[config.mk]
export PLATFORM = sky130hd
export DESIGN_NAME = class_hvec_assoc_search
export DESIGN_NICKNAME = d
export VERILOG_FILES = /design/src/rtl/class_hvec_assoc_search.sv
export SDC_FILE = /design/constraint.sdc
export NUM_CORES = 1
export LEC_CHECK = 0
export CORE_UTILIZATION = 57
export DETAILED_ROUTE_END_ITERATION = 16
export GPL_ROUTABILITY_DRIVEN = 0
export GPL_TIMING_DRIVEN = 0
export PLACE_DENSITY = 0.8
export SETUP_SLACK_MARGIN = 0.4
export SYNTH_ARGS = -nofsm -noshare
export SYNTH_HDL_FRONTEND = slang
export SYNTH_SLANG_ARGS = --single-unit
[constraint.sdc]
create_clock -name clk -period 11.75 [get_ports clk]
set_clock_uncertainty 0.05 [all_clocks]
set_input_delay 2.35 -clock clk [delete_from_list [all_inputs] [get_ports clk]]
set_output_delay 2.35 -clock clk [all_outputs]
set_load 0.03 [all_outputs]
[src/rtl/class_hvec_assoc_search.sv]
// Associative search over a class-hypervector ROM: buffers a multi-frame query, scans every
// class frame by frame accumulating Hamming distance, and reports the nearest class.
module class_hvec_assoc_search #(
  parameter int DI_PARALLEL_W_BITS = 64,
  parameter int NUM_CLASSES        = 8,
  parameter int NUM_FRAMES         = 3,
  parameter int CLASS_ID_W         = 3,
  parameter int FRAME_IDX_W        = 2,
  parameter int DIST_W             = 8
) (
  input  logic                          clk,
  input  logic                          rst,
  input  logic                          qry_valid,
  output logic                          qry_ready,
  input  logic [DI_PARALLEL_W_BITS-1:0] qry_frame,
  output logic [CLASS_ID_W-1:0]         frame_id,
  output logic [FRAME_IDX_W-1:0]        frame_index,
  input  logic [DI_PARALLEL_W_BITS-1:0] class_vec_in,
  output logic                          res_valid,
  input  logic                          res_ready,
  output logic [CLASS_ID_W-1:0]         res_class,
  output logic [DIST_W-1:0]             res_dist,
  output logic                          busy
);

  typedef enum logic [1:0] {S_LOAD, S_SEARCH, S_DONE} state_t;

  localparam logic [FRAME_IDX_W-1:0] LAST_FRM = FRAME_IDX_W'(NUM_FRAMES - 1);
  localparam logic [CLASS_ID_W-1:0]  LAST_CLS = CLASS_ID_W'(NUM_CLASSES - 1);

  state_t                        state_q, state_d;
  logic [FRAME_IDX_W-1:0]        load_cnt_q, load_cnt_d;
  logic [CLASS_ID_W-1:0]         cls_q, cls_d;
  logic [FRAME_IDX_W-1:0]        frm_q, frm_d;
  logic [DI_PARALLEL_W_BITS-1:0] qbuf_q [NUM_FRAMES];
  logic [DI_PARALLEL_W_BITS-1:0] qbuf_d [NUM_FRAMES];
  logic [DIST_W-1:0]             acc_q, acc_d;
  logic [DIST_W-1:0]             best_dist_q, best_dist_d;
  logic [CLASS_ID_W-1:0]         best_cls_q, best_cls_d;
  logic                          res_valid_q, res_valid_d;
  logic [CLASS_ID_W-1:0]         res_class_q, res_class_d;
  logic [DIST_W-1:0]             res_dist_q, res_dist_d;
  logic                          busy_q, busy_d;

  logic [DI_PARALLEL_W_BITS-1:0] diff;
  logic [DIST_W-1:0]             pop;
  logic [DIST_W-1:0]             cand;
  logic [DIST_W-1:0]             nb_dist;
  logic [CLASS_ID_W-1:0]         nb_cls;

  // The counters double as the ROM address, so ROM data lines up with qbuf[frm] each cycle.
  always_comb begin
    diff = qbuf_q[frm_q] ^ class_vec_in;
    pop  = '0;
    for (int i = 0; i < DI_PARALLEL_W_BITS; i++) begin
      pop = pop + DIST_W'(diff[i]);
    end
    cand = acc_q + pop;
  end

  always_comb begin
    state_d     = state_q;
    load_cnt_d  = load_cnt_q;
    cls_d       = cls_q;
    frm_d       = frm_q;
    qbuf_d      = qbuf_q;
    acc_d       = acc_q;
    best_dist_d = best_dist_q;
    best_cls_d  = best_cls_q;
    res_valid_d = res_valid_q;
    res_class_d = res_class_q;
    res_dist_d  = res_dist_q;
    busy_d      = busy_q;
    nb_dist     = best_dist_q;
    nb_cls      = best_cls_q;

    case (state_q)
      S_LOAD: begin
        if (qry_valid) begin
          qbuf_d[load_cnt_q] = qry_frame;
          if (load_cnt_q == LAST_FRM) begin
            load_cnt_d = '0;
            cls_d      = '0;
            frm_d      = '0;
            acc_d      = '0;
            busy_d     = 1'b1;
            state_d    = S_SEARCH;
          end else begin
            load_cnt_d = load_cnt_q + 1'b1;
          end
        end
      end
      S_SEARCH: begin
        if (frm_q != LAST_FRM) begin
          acc_d = cand;
          frm_d = frm_q + 1'b1;
        end else begin
          // Strict less-than keeps the lower class index on ties.
          if (cls_q == '0 || cand < best_dist_q) begin
            nb_dist = cand;
            nb_cls  = cls_q;
          end
          best_dist_d = nb_dist;
          best_cls_d  = nb_cls;
          acc_d       = '0;
          frm_d       = '0;
          if (cls_q == LAST_CLS) begin
            cls_d       = '0;
            res_class_d = nb_cls;
            res_dist_d  = nb_dist;
            res_valid_d = 1'b1;
            state_d     = S_DONE;
          end else begin
            cls_d = cls_q + 1'b1;
          end
        end
      end
      S_DONE: begin
        if (res_ready) begin
          res_valid_d = 1'b0;
          busy_d      = 1'b0;
          state_d     = S_LOAD;
        end
      end
      default: state_d = S_LOAD;
    endcase
  end

  always_ff @(posedge clk or posedge rst) begin
    if (rst) begin
      state_q     <= S_LOAD;
      load_cnt_q  <= '0;
      cls_q       <= '0;
      frm_q       <= '0;
      for (int i = 0; i < NUM_FRAMES; i++) qbuf_q[i] <= '0;
      acc_q       <= '0;
      best_dist_q <= '0;
      best_cls_q  <= '0;
      res_valid_q <= 1'b0;
      res_class_q <= '0;
      res_dist_q  <= '0;
      busy_q      <= 1'b0;
    end else begin
      state_q     <= state_d;
      load_cnt_q  <= load_cnt_d;
      cls_q       <= cls_d;
      frm_q       <= frm_d;
      qbuf_q      <= qbuf_d;
      acc_q       <= acc_d;
      best_dist_q <= best_dist_d;
      best_cls_q  <= best_cls_d;
      res_valid_q <= res_valid_d;
      res_class_q <= res_class_d;
      res_dist_q  <= res_dist_d;
      busy_q      <= busy_d;
    end
  end

  assign qry_ready   = (state_q == S_LOAD);
  assign frame_id    = cls_q;
  assign frame_index = frm_q;
  assign res_valid   = res_valid_q;
  assign res_class   = res_class_q;
  assign res_dist    = res_dist_q;
  assign busy        = busy_q;

endmodule

==> summary.md, run 1 <==
| Metric | Value |
|---|---|
| Tcrit/Tclk final | `0.873` |
| Post-synthesis adder-cell area fraction | `0.121` |
| Worst R2R Setup Slack | `between 1500 and 2000 ps` |
| DRC Markers | `0` |
| FF-to-FF End | `best_cls_q[0]` |
| Status | `finished, final reports clean` |
| Hold EP | `res_class[1]` |
| Worst slew pin tran | `approximately 820 ps` |
| Post-CTS sizing | `0` |
| Multiplexer share of the synthesized area | `0.224` |
| Min cycle time layout | `10,260 ps` |
| Post-synth EDFFs | `0` |
| Synth Area in Simple Gates | `0.0475` |
| Core Footprint | `roughly 22,000 sq um` |
| Post-synthesis cell count | `a little over 1k` |
| Max cap viols | `0` |
| Dpl hpwl | `roughly 21 mm` |
| Vias in the first global route | `8,778` |
| Fill count | `1,590` |
| Post-synth top cells | `dfrtp_1, mux2_2, mux2i_1, nor2_1, a21oi_1` |
| Final WL | `just under 30 mm` |
| Crit-path slowest cell | `fa_1` |
| Cts bufs inserted | `25` |
| Hold path depth | `2` |
| Post-Synth XOR/XNOR Area | `0.0475` |
| Initial Util | `0.582` |
| DRT Pass-1 Iters | `4` |
| R2R cell count | `29` |
| Root Buffer | `clkbuf_16` |
| Syn Nets | `1,259` |
| Sequential area share after synthesis | `0.458` |
| Grt ovf | `0` |
| Final Hold Fails | `0` |
| Area Growth Syn to Fin | `21.5%` |
| Largest family of logic cells by synthesized area | `multiplexers` |
| CTS sink count | `about 230` |
| Buffer count from post-CTS setup fixing | `0` |
| Largest net degree at the start of global routing | `roughly 130` |
| Slew Limit Fails | `0` |
| First-pass GRT wire length | `around 47 mm` |
| TNS Setup | `0 ps` |
| Die area | `22,900 sq um` |
| Max Fanout on Critical Path | `9` |
| Die width | `151 um` |
| Synth cell types | `48` |
| Top cell by count, worst path | `fa_1` |
| Max Clock Freq | `about 100 MHz` |
| CTS HTree Levels | `1` |
| Fraction of layout cells with a size suffix above 1 | `0.221` |
| CP Class | `primary input to flop` |
| Clock latency on the worst-skew pair | `between 500 and 600 ps` |
| Mean Syn Cell Area | `12.3 sq um` |
| Crit path largest cell delay | `between 500 and 600 ps` |
| Post-synthesis compound-gate area fraction | `0.0639` |
| Cell Rows | `54` |
| Global Route Usage Sum | `0.272` |
| Num ports | `roughly 150` |
| Fin nets | `1,438` |
| Die Span Y | `151 um` |
| Top cell type by total area after synthesis | `dfrtp_1` |
| Count leader, synth | `dfrtp_1` |
| CTS tree | `yes` |
| Register clock-pin slew on the reported worst setup and hold paths | `60 ps` |
| Worst hold path type | `flop to flop` |
| Main synth FF type | `dfrtp_1` |
| Slew headroom | `0.451` |
| Req. time, crit path | `~12,000 ps` |
| Initial antenna violation count | `0` |
| Cell Area, Synth | `between 10,000 and 15,000 sq um` |
| CP Data Arrival Time | `10,620 ps` |
| Buf/Inv on CP | `6` |
| DRT antenna net count | `0` |
| Port bufs | `150` |
| Type of origin of the critical path | `primary input` |
| Setup crit end kind | `flop` |
| Vias post-DR | `~8.5k` |
| Number of synthesized register bits | `roughly 230` |
| Wire per inst | `19.7 um` |
| Synth top area share | `0.458` |
| Top post-synthesis cells by area | `dfrtp_1, mux2_2, fa_1` |
| CTS Buffer Depth | `3` |
| RSZ-0062 raised after global routing | `false` |
| Delay-heaviest family, CP | `adder cells` |
| Post-synth ARST share | `1.00` |
| Reg2reg start | `frame_index[1]` |
| Final setup vio count | `0` |
| Detailed Route Iter0 Violations | `470` |
| Ant. Diodes | `0` |
| Synth Warn # | `0` |
| Hold Startpoint | `res_class[1]` |
| Hold-fix buffers, CTS | `0` |
| Vias/cell | `5.62` |
-- layout by cell type (no fill, tap or decap), types with 3 or more instances in the layout --
cell / Yosys / final
a21o_1: 4 / 4
a21oi_1: 62 / 62
a22o_1: 7 / 7
buf_1: 6 / 6
buf_2: 23 / 23
buf_4: 5 / 5
clkbuf_1: 14 / 18
clkbuf_16: 0 / 25
clkbuf_8: 0 / 8
clkdlybuf4s50_1: 0 / 150
clkinv_2: 0 / 3
dfrtp_1: 233 / 233
fa_1: 56 / 56
ha_1: 34 / 34
inv_1: 58 / 57
mux2_2: 192 / 192
mux2i_1: 67 / 67
nand2_1: 55 / 55
nand2b_1: 3 / 3
nor2_1: 66 / 66
nor2b_1: 5 / 5
o21a_1: 3 / 3
o21ai_0: 20 / 20
o22ai_1: 20 / 20
xnor2_1: 49 / 49
xor2_1: 20 / 20
-- worst max-delay path by stage --
| stage | from | to | slack (ps) | cells past startpoint |
|---|---|---|---|---|
| after floorplan | class_vec_in[44] | best_cls_q[0] | 2070 | 26 |
| after global placement | rst | qbuf_q[152] | 70 | 2 |
| after detailed placement | class_vec_in[44] | best_cls_q[1] | 1000 | 27 |
| after CTS | class_vec_in[44] | best_cls_q[0] | 1490 | 27 |
| after global routing | frame_index[1] | best_cls_q[1] | 1200 | 30 |
| final | class_vec_in[44] | best_cls_q[0] | 1490 | 26 |
-- kinds of logic after synthesis --
logic type / Yosys count
and+or+nand+nor: 143
adders and majority gates: 90
AOI/OAI and AO/OA: 133
DFF: 233
muxes: 261
xor gates and xnor gates: 69
buffers and inverters: 108
-- sequential cells by signal, summed over array words and instances (netlist names) --
register / flops
frame_id: 3
best_cls_q: 3
res_class: 3
state_q: 2
load_cnt_q: 2
acc_q: 8
frame_index: 2
best_dist_q: 8
res_dist: 8
busy: 1
qbuf_q: 192
res_valid: 1
-- layer usage --
| layer | global-route usage | wire length [um] |
|---|---|---|
| met4 | 0.0820 | 807 |
| met1 | 0.383 | 13300 |
| met5 | 0 | 0 |
| met3 | 0.0325 | 1480 |
| met2 | 0.442 | 14200 |
-- stage by stage --
stage	hold WS [ps]	area, sq um	util	cells	setup WS [ps]
global route	456	15500	0.706	1513	1200
floorplan	406	12700	-	1037	2070
global placement	412	14600	0.666	1467	73.8
CTS	433	15500	0.706	1513	1490
detailed placement	420	14600	0.669	1469	1000
finish	428	15500	0.706	1513	1490
-- worst min-delay path: cells and delay by family (launching register included) --
kind | cells | cell delay [ps]
AND/OR/NAND/NOR | 1 | 50
flip-flops | 1 | 340
AO/OA/AOI/OAI | 1 | 60
-- layout make-up --
cell class,instances,area [sq um],area share
sequential,233,5830,0.377
tap,280,350,0.0227
inverter,58,225,0.0146
buffer,50,258,0.0167
clock buffer,37,751,0.0485
timing repair buffer,152,1560,0.101
clock inverter,7,68.8,0.00445
multi-input combinational,696,6420,0.415
Power of run 1 is left out: the tool's default activity adds up to more than one toggle a clock period on the data nets, which glitch-free logic cannot reach.
==> inputs of run 2 (changes only) <==
--- a/config.mk
+++ b/config.mk
@@ -5,6 +5,7 @@
 export SDC_FILE = /design/constraint.sdc
 export NUM_CORES = 1
 export LEC_CHECK = 0
+export CORE_ASPECT_RATIO = 1.75
 export CORE_UTILIZATION = 57
 export DETAILED_ROUTE_END_ITERATION = 16
 export GPL_ROUTABILITY_DRIVEN = 0
==> summary.md, run 2 (synthesis results as in run 1) <==
| Metric | Value |
|---|---|
| Hold EP | `res_dist[7]` |
| Die width | `115 um (-24%)` |
| Type of origin of the critical path | `primary input` |
| GRT Max-Usage Layer | `met2` |
| CTS tree | `yes` |
| Tcrit/Tclk final | `0.872 (-0.00119)` |
| Commonest non-fill, non-tap cells in the layout | `dfrtp_1, mux2_2, clkdlybuf4s50_1` |
| Delay-heaviest family, CP | `adder cells` |
| Fraction of layout cells with a size suffix above 1 | `0.216 (-0.00480)` |
| Buffer count from post-CTS setup fixing | `0 (unchanged)` |
| Buf/Inv on CP | `5 (-1)` |
| Commonest non-fill, non-tap cell in the layout | `dfrtp_1` |
| Final setup vio count | `0 (unchanged)` |
| Largest net degree at the start of global routing | `128 (-2.3%)` |
| First-pass GRT wire length | `48.7 mm (+4.4%)` |
| Largest register FFs | `192 (unchanged)` |
| Die area | `23,000 sq um (+0.10%)` |
| DRC Markers | `0 (unchanged)` |
| Final WL | `31.0 mm (+4.2%)` |
| Met2 usage | `0.533 (+0.0915)` |
| Vias post-DR | `8,621 (+1.4%)` |
| Port bufs | `150 (unchanged)` |
| Ant. Diodes | `0 (unchanged)` |
| Initial Util | `0.579 (-0.00238)` |
| CTS Buffer Depth | `3 (unchanged)` |
| Cell Rows | `72 (+33%)` |
| Hold path depth | `2 (unchanged)` |
| Core Footprint | `22,000 sq um (+0.41%)` |
| GR Util met3 | `0.0306 (-0.00190)` |
| Most flop-heavy register | `qbuf_q` |
| Final Hold Fails | `0 (unchanged)` |
| Hold-fix buffers, CTS | `0 (unchanged)` |
| FF-to-FF End | `best_cls_q[1]` |
| Min cycle time layout | `10,250 ps (-14.0 ps)` |
| Req. time, crit path | `12,100 ps (about the same)` |
| Wire per inst | `20.3 um (+3.4%)` |
| Vias in the first global route | `9,155 (+4.3%)` |
| Post-CTS sizing | `0 (unchanged)` |
| CP Data Arrival Time | `10,600 ps (-20 ps)` |
| GR Layer Usage met1 | `0.313 (-0.0699)` |
| Die Span Y | `200 um (+32%)` |
| R2R cell count | `30 (+3.4%)` |
| Fin nets | `1,435 (-0.21%)` |
| Detailed Route Iter0 Violations | `460 (-2.1%)` |
| Vias/cell | `5.66 (+0.67%)` |
| Top cell by count, worst path | `fa_1` |
| Max cap viols | `0 (unchanged)` |
| Crit path largest cell delay | `540 ps (-20 ps)` |
| TNS Setup | `0 ps (unchanged)` |
| RSZ-0062 raised after global routing | `false` |
| Worst slew pin tran | `808 ps (-13.8 ps)` |
| Clock latency on the worst-skew pair | `520 ps (about the same)` |
| Reg2reg start | `frame_index[1]` |
| Num ports | `151 (unchanged)` |
| Register clock-pin slew on the reported worst setup and hold paths | `70 ps (about the same)` |
| Slew headroom | `0.461 (+0.0103)` |
| Root Buffer | `clkbuf_16` |
| CP Class | `primary input to flop` |
| Status | `finished, final reports clean` |
| Initial antenna violation count | `0 (unchanged)` |
| Worst R2R Setup Slack | `1860 ps (+260 ps)` |
| Grt ovf | `0 (unchanged)` |
| Max Fanout on Critical Path | `9 (unchanged)` |
| Global Route Usage Sum | `0.287 (+0.0149)` |
| Slew Limit Fails | `0 (unchanged)` |
| Worst hold path type | `flop to flop` |
| Area Growth Syn to Fin | `20.8%` |
| Hold Startpoint | `res_dist[7]` |
| DRT antenna net count | `0 (unchanged)` |
| CTS HTree Levels | `1 (unchanged)` |
| DRT Pass-1 Iters | `7 (+3)` |
| Crit. Startpoint | `class_vec_in[36]` |
| Cts bufs inserted | `23 (-8.0%)` |
| CTS sink count | `233 (unchanged)` |
| Setup crit end kind | `flop` |
| Dpl hpwl | `23.3 mm (+9.1%)` |
| Crit-path slowest cell | `fa_1` |
| Max Clock Freq | `97.6 MHz (+0.14%)` |
==> run 2: worst max path at each step <==
stage / to / cells past startpoint / slack [ps]
6_report: best_cls_q[1] / 26 / 1500
5_1_grt: best_cls_q[0] / 26 / 1130
2_1_floorplan: best_cls_q[0] / 26 / 2070
3_3_place_gp: qbuf_q[97] / 2 / 120
4_1_cts: best_cls_q[1] / 26 / 1500
3_5_place_dp: best_cls_q[1] / 26 / 970
==> run 2: layout make-up <==
type	count	area (sq um)
inverters	58	225
flip-flops and latches	233	5830
fillers	1683	6610
repair buffers	151	1530
clock inverters	8	97.6
multi-input cells	696	6420
well taps	296	370
clock buffers	32	639
plain buffers	50	258
==> run 2: through the flow <==
step           area, sq um  hold WS [ps]  worst slack [ps]  instances  utilization
2_1_floorplan        12700           406              2070       1037            -
3_3_place_gp         14600           411               117       1483        0.664
3_5_place_dp         14600           414               971       1484        0.666
4_1_cts              15400           430              1500       1524        0.699
5_1_grt              15400           461              1130       1524        0.699
6_report             15400           424              1500       1524        0.699
==> run 2: worst min-delay path: cells and delay by family, from the launching register on <==
family,cells,cell delay (ps)
simple gates,1,40
flops,1,340
compound gates,1,60
==> run 2: metal layers <==
layer,part of all wire,wire [um]
met2,0.54,16800
met1,0.36,11200
met5,0,0
met3,0.043,1330
met4,0.055,1710
Power of run 2 is left out for the same reason.
==> inputs of run 3 (changes only) <==
--- a/config.mk
+++ b/config.mk
@@ -6,6 +6,7 @@
 export NUM_CORES = 1
 export LEC_CHECK = 0
 export CORE_ASPECT_RATIO = 1.75
+export CORE_MARGIN = 2
 export CORE_UTILIZATION = 57
 export DETAILED_ROUTE_END_ITERATION = 16
 export GPL_ROUTABILITY_DRIVEN = 0
==> summary.md, run 3 (synthesis results as in run 1) <==
| Metric | Value |
|---|---|
| Final WS setup | `1430 ps (-71.7 ps)` |
| FF/Latch Area | `5830 sq um (unchanged)` |
| Hold path depth | `2 (unchanged)` |
| Buffer count from post-CTS setup fixing | `0 (unchanged)` |
| Reg2reg start | `frame_index[1]` |
| CTS sink count | `233 (unchanged)` |
| Die width | `117 um (+1.7%)` |
| Clock latency on the worst-skew pair | `510 ps (about the same)` |
| Fill count | `1,670 (-0.77%)` |
| Max Fanout on Critical Path | `9 (unchanged)` |
| Final Hold Fails | `0 (unchanged)` |
| WP depth | `26 (unchanged)` |
| Register clock-pin slew on the reported worst setup and hold paths | `60 ps (about the same)` |
| Wire per inst | `20.5 um (+1.0%)` |
| CP Data Arrival Time | `10,670 ps (+70 ps)` |
| FF-to-FF End | `best_cls_q[1]` |
| DRT antenna net count | `0 (unchanged)` |
| Hold slack | `425 ps (+0.967 ps)` |
| Dpl ws | `959 ps (-12.4 ps)` |
| Setup crit end kind | `flop` |
| Root Buffer | `clkbuf_16` |
| Met1 WL | `11.0 mm (-1.7%)` |
| Commonest non-fill, non-tap cells in the layout | `dfrtp_1, mux2_2, clkdlybuf4s50_1` |
| Cell Rows | `72 (unchanged)` |
| Detailed Route Iter0 Violations | `561 (+22%)` |
| Area Growth Syn to Fin | `20.8% (about the same)` |
| CP Class | `primary input to flop` |
| R2R cell count | `30 (unchanged)` |
| Post-CTS sizing | `0 (unchanged)` |
| Worst hold path type | `flop to flop` |
| Fin nets | `1,435 (unchanged)` |
| Most flop-heavy register | `qbuf_q` |
| Top cell by count, worst path | `fa_1` |
| Die area | `23,600 sq um (+2.8%)` |
| Vias in the first global route | `9,363 (+2.3%)` |
| Cts bufs inserted | `23 (unchanged)` |
| Crit-path slowest cell | `fa_1` |
| Hold-fix buffers, CTS | `0 (unchanged)` |
| Slew headroom | `0.408 (-0.0534)` |
| Min cycle time layout | `10,320 ps (+71.7 ps)` |
| Slew Limit Fails | `0 (unchanged)` |
| CTS HTree Levels | `1 (unchanged)` |
| Largest net degree at the start of global routing | `130 (+1.6%)` |
| CTS Buffer Depth | `3 (unchanged)` |
| CTS tree | `yes` |
| Commonest non-fill, non-tap cell in the layout | `dfrtp_1` |
| Crit. Startpoint | `class_vec_in[36]` |
| DRT Pass-1 Iters | `4 (-3)` |
| Core Footprint | `22,000 sq um (unchanged)` |
| Delay-heaviest family, CP | `adder cells` |
| Max Clock Freq | `96.9 MHz (-0.70%)` |
| Fraction of layout cells with a size suffix above 1 | `0.215 (-0.000929)` |
| Type of origin of the critical path | `primary input` |
| Crit path to | `best_cls_q[1]` |
| Die Span Y | `202 um (+1.0%)` |
| Worst R2R Setup Slack | `1720 ps (-140 ps)` |
| Dpl hpwl | `23.6 mm (+1.1%)` |
| Vias/cell | `5.64 (-0.30%)` |
| Grt ovf | `0 (unchanged)` |
| Crit path largest cell delay | `540 ps (about the same)` |
| Vias post-DR | `8,573 (-0.56%)` |
| RSZ-0062 raised after global routing | `false` |
| Num ports | `151 (unchanged)` |
| Largest register FFs | `192 (unchanged)` |
| Worst slew pin tran | `887 ps (+78.3 ps)` |
| Tcrit/Tclk final | `0.878 (+0.00610)` |
| Non-filler instance count after layout | `1,520 (-0.26%)` |
| First-pass GRT wire length | `49.3 mm (+1.2%)` |
| Ant. Diodes | `0 (unchanged)` |
| DRC Markers | `0 (unchanged)` |
| Req. time, crit path | `12,100 ps (about the same)` |
| Area of the multi-input gates | `6420 sq um (unchanged)` |
| Buf/Inv on CP | `5 (unchanged)` |
| Initial antenna violation count | `0 (unchanged)` |
| Placed Cells | `1,484 (unchanged)` |
| TNS Setup | `0 ps (unchanged)` |
| Initial Util | `0.579 (unchanged)` |
| Met3 wire len | `1.47 mm (+10%)` |
| Global Route Usage Sum | `0.277 (-0.00948)` |
| Status | `finished, final reports clean` |
| Port bufs | `150 (unchanged)` |
| Max cap viols | `0 (unchanged)` |
| Top Metal Used | `met4` |
| Final setup vio count | `0 (unchanged)` |
| WL met2 | `16.9 mm (+0.72%)` |
| Final WL | `31.2 mm (+0.75%)` |
[run 3: cell types whose count changed in the layout (fill, tap and decap cells not counted), sizes merged]
cell and delta:
clkinv -4, clkbuf +1, inv -1
[run 3: through the flow]
stage                     area (sq um)  utilization
after floorplan                  12700            -
after CTS                        15400        0.699
after global routing             15400        0.699
after global placement           14600        0.664
final                            15400        0.699
after detailed placement         14600        0.666
[run 3: worst min path at each step]
stage,startpoint,to,slack [ps]
floorplan,acc_q[1],acc_q[1],410
global route,res_dist[4],res_dist[4],460
CTS,res_dist[2],res_dist[2],430
global placement,res_dist[2],res_dist[2],410
detailed placement,res_dist[2],res_dist[2],420
finish,res_dist[7],res_dist[7],420
[run 3: routing by layer]
metal  track usage  up-vias
met2         0.503      242
met3        0.0349       82
met1         0.308     4357
met4         0.145        0
met5             0        -
li1              -     3892
[run 3: tightest hold or removal path, stage by stage, from the launching register on]
cell and delay (ps):
dfrtp_1 340, nand2_1 50, o21ai_0 60
[run 3: final cells by class]
| type | count | share of cell area |
|---|---|---|
| clock buffers | 33 | 0.0438 |
| multi-input cells | 696 | 0.418 |
| inverters | 58 | 0.0146 |
| plain buffers | 50 | 0.0168 |
| well taps | 296 | 0.0241 |
| clock inverters | 3 | 0.00423 |
| repair buffers | 151 | 0.0994 |
| flip-flops and latches | 233 | 0.379 |
Power of run 3 is left out for the same reason.
